--- src/rtl/lfsr_victim_sel_if.sv ---
// Request/grant bundle between a cache miss handler, the victim selector and
// the refill datapath. Signal names keep the selector's port naming.
interface lfsr_victim_sel_if #(
  parameter int unsigned LFSR_WIDTH = 16,
  parameter int unsigned NUM_WAYS   = 8
);
  localparam int unsigned WAY_W = $clog2(NUM_WAYS);

  logic                  req_i;
  logic [NUM_WAYS-1:0]   way_mask_i;
  logic                  seed_load_i;
  logic [LFSR_WIDTH-1:0] seed_i;
  logic                  ready_i;
  logic                  valid_o;
  logic [NUM_WAYS-1:0]   way_oh_o;
  logic [WAY_W-1:0]      way_bin_o;
  logic                  no_way_o;

  // Requester/consumer side
  modport master (
    output req_i, way_mask_i, seed_load_i, seed_i, ready_i,
    input  valid_o, way_oh_o, way_bin_o, no_way_o
  );

  // Selector side
  modport slave (
    input  req_i, way_mask_i, seed_load_i, seed_i, ready_i,
    output valid_o, way_oh_o, way_bin_o, no_way_o
  );
endinterface

--- src/rtl/lfsr_victim_sel.sv ---
// Pseudo-random victim/way selector: an XNOR LFSR picks a candidate way, a
// rotating search skips ineligible ways, and the result is offered on a
// valid/ready handshake.
// Optional macro LFSR_VICTIM_SEL_FREERUN_EN: LFSR steps every cycle instead of
// once per accepted grant.
module lfsr_victim_sel #(
  parameter int unsigned           LFSR_WIDTH = 16,
  parameter int unsigned           NUM_WAYS   = 8,
  parameter logic [LFSR_WIDTH-1:0] SEED       = '0
) (
  input  logic               clk_i,
  input  logic               rst_ni,
  lfsr_victim_sel_if.slave   bus
);

  localparam int unsigned WAY_W = $clog2(NUM_WAYS);
  localparam int unsigned IDX_W = WAY_W + 1;

  // Tap masks, bit n-1 set for 1-based tap n
  localparam logic [31:0] TAPS32 =
    (LFSR_WIDTH == 8)  ? 32'h0000_00B8 :
    (LFSR_WIDTH == 12) ? 32'h0000_0829 :
    (LFSR_WIDTH == 16) ? 32'h0000_D008 :
    (LFSR_WIDTH == 24) ? 32'h00E1_0000 :
                         32'h8020_0003;
  localparam logic [LFSR_WIDTH-1:0] TAPS = LFSR_WIDTH'(TAPS32);

  localparam logic [0:0] ST_IDLE  = 1'b0;
  localparam logic [0:0] ST_VALID = 1'b1;

  // Reject unsupported parameterisations at elaboration
  if (!(LFSR_WIDTH == 8 || LFSR_WIDTH == 12 || LFSR_WIDTH == 16 ||
        LFSR_WIDTH == 24 || LFSR_WIDTH == 32)) begin : g_bad_lfsr_width
    $error("lfsr_victim_sel: LFSR_WIDTH must be 8, 12, 16, 24 or 32");
  end
  if (NUM_WAYS < 2 || NUM_WAYS > 32) begin : g_bad_num_ways
    $error("lfsr_victim_sel: NUM_WAYS must be in 2..32");
  end

  logic [0:0]            state_q,   state_d;
  logic [LFSR_WIDTH-1:0] lfsr_q,    lfsr_d;
  logic                  valid_q,   valid_d;
  logic [NUM_WAYS-1:0]   way_oh_q,  way_oh_d;
  logic [WAY_W-1:0]      way_bin_q, way_bin_d;
  logic                  no_way_q,  no_way_d;

  logic [WAY_W-1:0]      cand_raw_c;
  logic [WAY_W-1:0]      cand_c;
  logic [IDX_W-1:0]      idx_c;
  logic [WAY_W-1:0]      sel_bin_c;
  logic                  sel_found_c;
  logic [LFSR_WIDTH-1:0] lfsr_step_c;
  logic [LFSR_WIDTH-1:0] seed_fix_c;
  logic                  advance_c;

  // Next LFSR value and lockup-safe reseed value
  always_comb begin
    lfsr_step_c = {lfsr_q[LFSR_WIDTH-2:0], ~^(lfsr_q & TAPS)};
    seed_fix_c  = bus.seed_i;
    if (&bus.seed_i) begin
      seed_fix_c[0] = 1'b0;
    end
  end

  // Candidate way from the low LFSR bits, folded once into range
  always_comb begin
    cand_raw_c = lfsr_q[WAY_W-1:0];
    cand_c     = cand_raw_c;
    if (IDX_W'(cand_raw_c) >= IDX_W'(NUM_WAYS)) begin
      cand_c = WAY_W'(IDX_W'(cand_raw_c) - IDX_W'(NUM_WAYS));
    end
  end

  // Rotating search: first eligible way at or above the candidate, wrapping to 0
  always_comb begin
    sel_bin_c   = '0;
    sel_found_c = 1'b0;
    idx_c       = '0;
    for (int unsigned i = 0; i < NUM_WAYS; i++) begin
      idx_c = IDX_W'(cand_c) + IDX_W'(i);
      if (idx_c >= IDX_W'(NUM_WAYS)) begin
        idx_c = idx_c - IDX_W'(NUM_WAYS);
      end
      if (!sel_found_c && bus.way_mask_i[idx_c[WAY_W-1:0]]) begin
        sel_found_c = 1'b1;
        sel_bin_c   = idx_c[WAY_W-1:0];
      end
    end
  end

  // Next-state, output and LFSR update logic
  always_comb begin
    state_d   = state_q;
    valid_d   = valid_q;
    way_oh_d  = way_oh_q;
    way_bin_d = way_bin_q;
    no_way_d  = 1'b0;
    lfsr_d    = lfsr_q;
`ifdef LFSR_VICTIM_SEL_FREERUN_EN
    advance_c = 1'b1;
`else
    advance_c = 1'b0;
`endif

    case (state_q)
      ST_IDLE: begin
        if (bus.req_i) begin
          if (sel_found_c) begin
            state_d   = ST_VALID;
            valid_d   = 1'b1;
            way_bin_d = sel_bin_c;
            way_oh_d  = NUM_WAYS'(1) << sel_bin_c;
          end else begin
            no_way_d = 1'b1;
          end
        end
      end
      ST_VALID: begin
        if (bus.ready_i) begin
          state_d = ST_IDLE;
          valid_d = 1'b0;
`ifdef LFSR_VICTIM_SEL_FREERUN_EN
`else
          advance_c = 1'b1;
`endif
        end
      end
      default: begin
        state_d = ST_IDLE;
        valid_d = 1'b0;
      end
    endcase

    // Reseed wins over a step in the same cycle
    if (bus.seed_load_i) begin
      lfsr_d = seed_fix_c;
    end else if (advance_c) begin
      lfsr_d = lfsr_step_c;
    end
  end

  // State and output registers, synchronous active-low reset
  always_ff @(posedge clk_i) begin
    if (!rst_ni) begin
      state_q   <= ST_IDLE;
      lfsr_q    <= SEED;
      valid_q   <= 1'b0;
      way_oh_q  <= '0;
      way_bin_q <= '0;
      no_way_q  <= 1'b0;
    end else begin
      state_q   <= state_d;
      lfsr_q    <= lfsr_d;
      valid_q   <= valid_d;
      way_oh_q  <= way_oh_d;
      way_bin_q <= way_bin_d;
      no_way_q  <= no_way_d;
    end
  end

  assign bus.valid_o   = valid_q;
  assign bus.way_oh_o  = way_oh_q;
  assign bus.way_bin_o = way_bin_q;
  assign bus.no_way_o  = no_way_q;

endmodule

--- src/flat_wrapper.sv ---
// flat-port wrapper written by rule: the top's interface ports become plain ports
module lfsr_victim_sel_flat 
#(
  parameter int unsigned           LFSR_WIDTH = 16,
  parameter int unsigned           NUM_WAYS   = 8,
  parameter logic [LFSR_WIDTH-1:0] SEED       = '0
)
  (clk_i, rst_ni, bus_req_i, bus_way_mask_i, bus_seed_load_i, bus_seed_i, bus_ready_i, bus_valid_o, bus_way_oh_o, bus_way_bin_o, bus_no_way_o);
  lfsr_victim_sel_if #(.LFSR_WIDTH(LFSR_WIDTH), .NUM_WAYS(NUM_WAYS)) bus_i ();
  input  logic clk_i;
  input  logic rst_ni;
  input wire logic [$bits(bus_i.req_i)-1:0] bus_req_i;
  input wire logic [$bits(bus_i.way_mask_i)-1:0] bus_way_mask_i;
  input wire logic [$bits(bus_i.seed_load_i)-1:0] bus_seed_load_i;
  input wire logic [$bits(bus_i.seed_i)-1:0] bus_seed_i;
  input wire logic [$bits(bus_i.ready_i)-1:0] bus_ready_i;
  output wire logic [$bits(bus_i.valid_o)-1:0] bus_valid_o;
  output wire logic [$bits(bus_i.way_oh_o)-1:0] bus_way_oh_o;
  output wire logic [$bits(bus_i.way_bin_o)-1:0] bus_way_bin_o;
  output wire logic [$bits(bus_i.no_way_o)-1:0] bus_no_way_o;
  assign bus_i.req_i = bus_req_i;
  assign bus_i.way_mask_i = bus_way_mask_i;
  assign bus_i.seed_load_i = bus_seed_load_i;
  assign bus_i.seed_i = bus_seed_i;
  assign bus_i.ready_i = bus_ready_i;
  assign bus_valid_o = bus_i.valid_o;
  assign bus_way_oh_o = bus_i.way_oh_o;
  assign bus_way_bin_o = bus_i.way_bin_o;
  assign bus_no_way_o = bus_i.no_way_o;
  lfsr_victim_sel #(.LFSR_WIDTH(LFSR_WIDTH), .NUM_WAYS(NUM_WAYS), .SEED(SEED)) u_core (.clk_i(clk_i), .rst_ni(rst_ni), .bus(bus_i));
endmodule
--- config.mk ---
export PLATFORM = sky130hd
export DESIGN_NAME = lfsr_victim_sel_flat
export DESIGN_NICKNAME = d
export VERILOG_FILES = /design/src/rtl/lfsr_victim_sel_if.sv /design/src/rtl/lfsr_victim_sel.sv /design/src/flat_wrapper.sv
export SDC_FILE = /design/constraint.sdc
export NUM_CORES = 1
export LEC_CHECK = 0
export BUFFER_PORTS_ARGS = -buffer_cell sky130_fd_sc_hd__buf_2
export CORE_MARGIN = 5
export CORE_UTILIZATION = 30
export CTS_CLUSTER_SIZE = 16
export DETAILED_ROUTE_END_ITERATION = 8
export GPL_ROUTABILITY_DRIVEN = 0
export PLACE_DENSITY = 0.57
export SYNTH_ARGS = -nofsm -noshare
export SYNTH_HDL_FRONTEND = slang
export SYNTH_SLANG_ARGS = --single-unit
--- constraint.sdc ---
create_clock -name clk_i -period 5.2 [get_ports clk_i]
set_input_delay 0.26 -clock clk_i [delete_from_list [all_inputs] [get_ports clk_i]]
set_output_delay 0.26 -clock clk_i [all_outputs]
set_load 0.01 [all_outputs]
==> impl_metrics.yaml <==
outcome:
  status: "completed"
sta:
  finalHoldViolCount: 0
  worst_pin_slew_ps: 1100
  period_share_pct: 70.8
  slew_viol_final: 0
  setup_tns_ps: 0
  period_minus_slack_ps: 3680
  setup_viol: 0
  finalClockSkew_ps: 3.59
  rsz0062_at_grt: "false"
  fmax_ghz: 0.272
  whs_ps: 275
  max_slew_margin_pct: 26.4
power_and_ir_drop:
  clock_power_share_pct: 24.3
  ir_drop_v: 0.000124
  p_int_w: 0.000506
  pwr-share-seq_pct: 33.0
  p_sw_share_pct: 36.7
  power_per_cell_area_mw_per_mm2: 277
  comb_power_share_pct: 42.8
  leakagePower_nw: 1.26
  p_switching_w: 0.000294
floorplan:
  initial_core_util_pct: 31.0
  fp.dieH_um: 103
  ios: 42
  dieWidth_um: 103
  die_area_mm2: 0.0105
  fp-row-count: 33
  core-area_mm2: 0.00830
synth:
  postSynthAreaPerCell_um2: 9.35
  synth_edf_count: 0
  yosysWarnings: 0
  synth-seq-cells: 30
  synth_ff_type: "dfxtp_1"
  synthArstFlopShare_pct: 0
  synth_nets: 306
  syn_area_mm2: 0.00257
  synthDistinctLibCells: 58
  ys_seq_area_share_pct: 23.4
  synthCells: 275
worst_setup_path:
  criticalPathCategory: "reg2reg"
  endpoint: "u_core.bus.way_oh_o[6]$_SDFFE_PN0P_"
  cp_max_fo: 17
  r2r_start: "u_core.lfsr_q[0]$_SDFFE_PN0P_"
  cp.arrival_ps: 3850
  crit_start: "u_core.lfsr_q[0]$_SDFFE_PN0P_"
  r2r-end: "u_core.bus.way_oh_o[6]$_SDFFE_PN0P_"
  cp-start-kind: "flip-flop"
  worstPathRequired_ps: 5370
  r2r_slack_ps: 1520
  path_depth: 8
  end_kind: "flip-flop"
  r2r_cells: 8
  crit_chain: "clkinv_1, ha_1, mux4_2, mux2i_1, o21ai_0, nor4bb_1, nor2_1, a32o_1"
  cp_top_family: "multiplexers"
  crit_buf_inv: 1
  cp_slowest_cell: "ha_1"
  crit_path_max_incr_delay_ps: 860
cts:
  h-tree-depth: 2
  cts_hold_buf: 0
  cts_setup_buffers: 0
  clkTransAtPathRegs_ps: 60
  clockBufferDepth: 2
  cts_buffers: 5
  cts_tree: "done"
  cts_root_buf: "clkbuf_8"
  cts_sinks: 30
  cts.repair.resized: 0
  clock_latency_ps: 280
finish:
  layout_common_cells: "41 x buf_2, 30 x dfxtp_1, 29 x nand2_1"
  fin_nets: 333
  fillCellCount: 855
  synthToLayoutAreaGrowth_pct: 12.5
  drive_above_1_share_pct: 26.7
  diodes: 0
  final_cells: 408
  final_common_cell: "buf_2"
route:
  vias_per_cell: 5.57
  num_vias: 2273
  wl_mm: 6.46
  dr.pass1.iters: 4
  drt-initial-drc-count: 231
  wl_per_cell_um: 15.8
  drc: 0
  postRouteAntennaNets: 0
global_routing:
  grt_pass1_wl_mm: 10.9
  met1_usage_pct: 19.7
  met2_usage_pct: 18.6
  antenna_found_initial: 0
  grt_max_degree: 33
  use_met3_pct: 2.91
  grt_busiest_layer: "met1"
  gr-total-overflow: 0
  grt_pass1_vias: 2172
  grtUsageTotal_pct: 12.9
worst_hold_path:
  hold_path.class: "in2reg"
placement:
  dp_cells: 400
  port_buffers: 41
  dp_hpwl_mm: 4.77
job:
  drv_cap: 0
==> metrics by stage <==
stage / utilization (%) / setup WS (ps) / total power [W] / instance area, µm²
2_1_floorplan: - / 1800 / 0.000537 / 2570
4_1_cts: 34.8 / 1510 / 0.000806 / 2890
3_3_place_gp: 33.7 / 1610 / 0.000607 / 2800
3_5_place_dp: 33.7 / 1530 / 0.000607 / 2800
6_report: 34.8 / 1520 / 0.000800 / 2890
5_1_grt: 34.8 / 1080 / 0.000858 / 2890
==> power by group through the flow <==
stage | registers, W | logic, W | clock network (W)
finish | 0.000264 | 0.000342 | 0.000194
global route | 0.000267 | 0.000375 | 0.000215
CTS | 0.000264 | 0.000339 | 0.000203
detailed placement | 0.000269 | 0.000338 | 0
global placement | 0.000269 | 0.000339 | 0
floorplan | 0.000268 | 0.000270 | 0
==> layer usage <==
metal	part of all wire (%)	up-vias	routed length [µm]
met5	0	-	0
met4	0.48	0	31
met3	5.8	5	375
met2	44	55	2840
met1	50	1098	3210
li1	-	1115	-
==> cell families after synthesis <==
logic type / Yosys count / synth area share (%)
compound gates: 76 / 24.6
xor+xnor: 8 / 2.73
fa+ha+maj: 2 / 0.973
buf+inv: 31 / 6.08
flops: 30 / 23.4
mux: 50 / 27.4
simple gates: 78 / 14.8
==> final cells by class <==
type	instances	area [µm²]	area share, %
tap	105	131	4.54
sequential	30	601	20.8
inverter	7	26.3	0.909
clock inverter	1	5.00	0.173
timing repair buffer	44	228	7.88
clock buffer	7	86.3	2.99
multi-input combinational	214	1810	62.7
==> worst reg2reg max path, delay by kind of cell (launching register included) <==
family	cells	cell delay, ps
adders and majority gates	1	860
buffers and inverters	1	230
AOI/OAI and AO/OA	2	440
muxes	2	1090
DFF	1	330
and+or+nand+nor	2	630
==> flip-flops by register name (all words and copies together), names as in the netlist <==
register and count:
u_core.bus.valid_o 1, u_core.bus.way_oh_o 8, u_core.bus.no_way_o 1, u_core.bus.way_bin_o 3, u_core.state_q 1, u_core.lfsr_q 16
==> synthesized netlist by cell type (2+ instances only) <==
cell type	count	area, µm²
o211a_1	16	160
o21ai_1	3	15.0
mux2i_1	25	250
or2_1	2	12.5
xor2_1	3	26.3
a32o_1	4	40.0
xnor2_1	5	43.8
nand2b_1	4	25.0
ha_1	2	25.0
nor2_1	10	37.5
o21a_1	2	15.0
nand4_1	4	25.0
o21ai_0	9	45.0
mux4_2	15	338
o31ai_1	6	45.0
nor2b_1	5	31.3
dfxtp_1	30	601
a21oi_1	7	35.0
a21boi_0	3	22.5
nand3_1	10	50.1
and2_1	4	25.0
o211ai_1	6	45.0
nand2_1	29	109
mux2_1	2	22.5
inv_1	6	22.5
buf_4	2	15.0
clkbuf_1	15	56.3
a221oi_1	2	17.5
buf_2	2	10.0
mux2_2	7	78.8
nor3_1	5	25.0
buf_6	4	45.0
==> worst min path at each step <==
stage	start	slack, ps	endpoint	cells past startpoint
floorplan	bus_ready_i	450	u_core.state_q$_SDFF_PN0_	2
CTS	bus_ready_i	270	u_core.state_q$_SDFF_PN0_	3
global placement	u_core.bus.valid_o$_SDFFE_PN0P_	460	u_core.bus.valid_o$_SDFFE_PN0P_	2
global route	bus_ready_i	270	u_core.state_q$_SDFF_PN0_	3
finish	bus_ready_i	270	u_core.state_q$_SDFF_PN0_	3
detailed placement	u_core.bus.valid_o$_SDFFE_PN0P_	460	u_core.bus.valid_o$_SDFFE_PN0P_	2
Power figures use the tool's default switching activity.
